File: src/rtl/adc_frame_capture.sv
// adc_frame_capture: sync-triggered delayed burst capture of ADC samples, drained over valid/ready.
// Define ADC_FRAME_HEADER_EN to prepend a frame-count header word to each drained frame.
module adc_frame_capture #(
  parameter int DATA_W  = 10,
  parameter int ADDR_W  = 8,
  parameter int DELAY_W = 16
) (
  input  logic               adc_clk,
  input  logic               rst,
  input  logic               i_main_sync,
  input  logic [DATA_W-1:0]  i_adc_data,
  input  logic [DELAY_W-1:0] i_delay,
  input  logic [ADDR_W:0]    i_length,
  output logic [DATA_W-1:0]  o_data,
  output logic               o_valid,
  output logic               o_last,
  input  logic               i_ready,
  output logic               o_busy,
  output logic               o_frame_done,
  output logic               o_overrun
);
  localparam int DEPTH = 2 ** ADDR_W;
  localparam logic [ADDR_W:0] FULL = {1'b1, {ADDR_W{1'b0}}};
`ifdef ADC_FRAME_HEADER_EN
  localparam logic [ADDR_W:0] HDR = {{ADDR_W{1'b0}}, 1'b1};
`else
  localparam logic [ADDR_W:0] HDR = '0;
`endif
  typedef enum logic [1:0] {IDLE, DELAY, CAPTURE, DRAIN} state_t;
  state_t state;
  logic [DATA_W-1:0]  mem [DEPTH];
  logic [DELAY_W-1:0] dly;
  logic [ADDR_W:0]    len, len_res, wr_ptr, rd_ptr, n_words;
  logic [ADDR_W-1:0]  rd_addr;
  logic [DATA_W-1:0]  rd_word;
  logic               load;
  assign len_res = (i_length == '0 || i_length > FULL) ? FULL : i_length;
  assign n_words = len + HDR;
  assign rd_addr = ADDR_W'(rd_ptr - HDR);
  assign load    = state == DRAIN && (!o_valid || i_ready) && rd_ptr != n_words;
  assign o_busy  = state != IDLE;
`ifdef ADC_FRAME_HEADER_EN
  logic [DATA_W-1:0] frame_cnt;
  always_ff @(posedge adc_clk or posedge rst)
    if (rst) frame_cnt <= '0;
    else if (o_frame_done) frame_cnt <= frame_cnt + 1'b1;
  assign rd_word = rd_ptr == '0 ? frame_cnt : mem[rd_addr];
`else
  assign rd_word = mem[rd_addr];
`endif
  always_ff @(posedge adc_clk)
    if (state == CAPTURE) mem[wr_ptr[ADDR_W-1:0]] <= i_adc_data;
  // Output register doubles as the prefetch stage: refilled whenever empty or being consumed.
  always_ff @(posedge adc_clk or posedge rst) begin
    if (rst) begin
      state        <= IDLE;
      dly          <= '0;
      len          <= '0;
      wr_ptr       <= '0;
      rd_ptr       <= '0;
      o_data       <= '0;
      o_valid      <= 1'b0;
      o_last       <= 1'b0;
      o_frame_done <= 1'b0;
      o_overrun    <= 1'b0;
    end else begin
      o_frame_done <= 1'b0;
      o_overrun    <= i_main_sync && state != IDLE;
      case (state)
        IDLE: if (i_main_sync) begin
          dly    <= i_delay;
          len    <= len_res;
          wr_ptr <= '0;
          rd_ptr <= '0;
          state  <= i_delay == '0 ? CAPTURE : DELAY;
        end
        DELAY: begin
          dly <= dly - 1'b1;
          if (dly == DELAY_W'(1)) state <= CAPTURE;
        end
        CAPTURE: begin
          wr_ptr <= wr_ptr + 1'b1;
          if (wr_ptr == len - 1'b1) state <= DRAIN;
        end
        DRAIN: if (o_frame_done) state <= IDLE;
        else if (load) begin
          o_valid <= 1'b1;
          o_data  <= rd_word;
          o_last  <= rd_ptr == n_words - 1'b1;
          rd_ptr  <= rd_ptr + 1'b1;
        end else if (o_valid && i_ready) begin
          o_valid      <= 1'b0;
          o_last       <= 1'b0;
          o_frame_done <= 1'b1;
        end
      endcase
    end
  end
endmodule

File: config.mk
export PLATFORM = sky130hd
export DESIGN_NAME = adc_frame_capture
export DESIGN_NICKNAME = d
export VERILOG_FILES = /design/src/rtl/adc_frame_capture.sv
export SDC_FILE = /design/constraint.sdc
export NUM_CORES = 2
export LEC_CHECK = 0
export BUFFER_PORTS_ARGS = -buffer_cell sky130_fd_sc_hd__clkbuf_2
export CORE_MARGIN = 1
export CORE_UTILIZATION = 30
export CTS_BUF_LIST = sky130_fd_sc_hd__clkbuf_8
export DETAILED_ROUTE_END_ITERATION = 10
export PLACE_DENSITY = 0.49
export SYNTH_ARGS = -nofsm -noshare
export SYNTH_HDL_FRONTEND = slang
export SYNTH_SLANG_ARGS = --single-unit
File: constraint.sdc
create_clock -name adc_clk -period 2.7 [get_ports adc_clk]
set_input_delay 0.675 -clock adc_clk [delete_from_list [all_inputs] [get_ports adc_clk]]
set_output_delay 0.675 -clock adc_clk [all_outputs]
set_load 0.02 [all_outputs]
==> out/metrics.cfg <==
[timing]
tightest_slew_ns=1.18
max_freq_mhz=318
timing.final.ws_setup_ns=-0.448
fin_hold_ws_ns=0.126
tns_ns=-3.80
fin_crit_sh=1.17
rsz0062_at_grt=yes
min_period_ns=3.15
setup_viol=10
hold_viol=0
skew_ns=0.0995
maxSlewHeadroom=0.210
final_max_slew_viol_count=0

[placement]
pre_cts_ws_ns=-1.17
gp_congestion=0.842
portBuffers=53
placed_area_sq_um=116000
hpwl_mm=213

[detailed_routing]
vias=56549
drt_iter0_markers=5811
via_per_inst=5.01
totalWireLength_mm=323
wire_per_inst_microns=28.6
drcViolationCount=0
antenna_left=0
drtPass1Iterations=6

[synthesis]
yosysTopAreaCell=edfxtp_1
synth_top_area_share=0.748
synth_most_common_cell=edfxtp_1
syn_inst=5039
synth_edf_count=2560
yosys_warnings=0
syn-mean-instance-area_sq_um=20.4
synth_cell_type_count=73
yosys-top-cells-area=edfxtp_1 75%, mux4_2 12%, mux2i_1 3.0%, dfrtp_1 1.4%, nor2_1 1.1%
syn_area_sq_um=103000
ys_ff_latch=2619
seq_area_frac_synth=0.762
async_flop_share=0.0225
synth_ff_type=edfxtp_1
synth_fp_nets=5091
ys_top_cells_by_count=2560 x edfxtp_1, 532 x mux4_2, 314 x nor2_1

[setup_path]
required_ns=3.63
path_class=flop to flop
path_max_fanout=7
cp-end-kind=flop
cp-start-kind=flop
cp.arrival_ns=4.08

[clocking]
cts_made_buffers=437
clkSinkCount=2619
h-tree-depth=5
clk_latency_ns=1.07
cts_tree=built
clk_pin_slew_worst_paths_ns=0.06
clockBufferDepth=4
root_buffer=clkbuf_8

[status]
violations=negative setup slack
status=complete, but fails checks

[finish]
syn_to_final_growth_pct=23.5
drive_gt1_frac=0.357
postLayoutCoreUtil=0.373
stdcell_area_sq_um=127000
nNetsFinal=6425

[hold_path]
min_path_type=primary input to flop

[global_routing]
antenna_found_initial=14
gr-usage-all-layers=0.182
grt_pass1_wl_mm=449
grt_max_degree=125
grt_pass1_vias=57792
overflow=0

[die]
rows=214
initial_core_util=0.302
die-width_microns=587
core_area_sq_um=340000
dieArea_sq_um=345000
die_h_microns=587
io_pins=54

[run]
cap_violations=0

[power]
leakage_uw=0.0415
power_density_nw_per_um2=781
ir_worst_vdd_mv=0.401

final cells by class:
| cell class | count | area [sq um] |
|---|---|---|
| Fill cell | 31415 | 213000 |
| Sequential cell | 2619 | 78400 |
| Multi-Input combinational cell | 2097 | 23300 |
| Timing Repair Buffer | 1198 | 11400 |
| Clock buffer | 447 | 6150 |
| Tap cell | 4536 | 5680 |
| Clock inverter | 353 | 1850 |
| Inverter | 20 | 82.6 |
| Antenna cell | 6 | 15.0 |
metrics by stage:
stage	power (uW)	std cells
3_3_place_gp	65400	10331
6_report	99100	11276
3_5_place_dp	65500	10331
4_1_cts	98900	11198
2_1_floorplan	56200	5039
5_1_grt	103000	11271
repair_timing:
| item | 4_1_cts | 5_1_grt |
|---|---|---|
| endpoints found under the hold margin | 160 | 0 |
| pin swaps | 11 | 45 |
| gates cloned | 3 | 7 |
| setup endpoints to repair | 18 | 19 |
| gates resized for setup | 106 | 137 |
| buffers inserted | 29 | 69 |
| hold buffers | 35 | 0 |
worst paths after layout:
check	from	to	slack [ns]	depth (start not counted)
max	rd_ptr[0]	o_data[0]	-0.45	9
min	i_adc_data[6]	mem[198][6]	0.13	1
max reg2reg	rd_ptr[0]	o_data[0]	-0.45	9
min reg2reg	dly[10]	dly[10]	0.51	2
max in group asynchronous	rst	o_data[6]	1.84	4
min in group asynchronous	rst	dly[2]	0.25	3
worst max-delay path, cell delays in order, from the launching register on:
cell	delay [ns]
dfrtp_4	0.44
buf_12	0.19
buf_16	0.17
buf_12	0.13
mux4_2	0.50
mux4_2	0.57
a211oi_4	0.45
buf_4	0.19
a2111oi_2	0.03
a2111o_1	0.34
report_power, final:
part	switching (uW)	internal [uW]	total, uW
Clock	16500	16100	32600
Sequential	494	45000	45500
Combinational	11400	9520	21000
flip-flops by register name (all words and copies together), names as in the netlist:
name,flops
dly,16
len,9
mem,2560
o_data,10
o_frame_done,1
o_last,1
o_overrun,1
o_valid,1
rd_ptr,9
state,2
wr_ptr,9
per-layer routing:
metal / wire length [microns] / GRT usage / part of all wire
met1: 138000 / 0.251 / 0.43
met2: 153000 / 0.295 / 0.47
met3: 21800 / 0.0297 / 0.068
met4: 9610 / 0.0546 / 0.030
met5: 29 / 0 / 0.000090
cell families after synthesis:
logic type	count (synthesis)	synth area share
AOI/OAI and AO/OA	562	0.0373
xor gates and xnor gates	42	0.00358
adders and majority gates	13	0.00158
buffers and inverters	323	0.0195
DFF	2619	0.762
muxes	855	0.149
and+or+nand+nor	625	0.0264
cell usage in the layout (no fill, tap or decap), types with 14 or more instances in the layout:
cell type,n
nand2b_1,15
a31oi_1,17
a22o_1,17
buf_16,16
dfrtp_1,48
clkinv_1,102
mux4_2,536
mux2i_1,304
buf_6,21
edfxtp_1,2560
o21ai_0,67
buf_8,16
nand3_1,45
o211ai_1,31
clkinv_2,57
a22oi_1,109
nand2_1,130
nor3_1,21
o221ai_1,14
buf_12,142
buf_4,916
inv_1,176
a211oi_1,18
clkbuf_2,42
xnor2_1,28
a21oi_1,98
a221oi_1,29
o22ai_1,23
clkbuf_8,450
dlygate4sd3_1,35
nor2_1,307
Power figures use the tool's default switching activity.
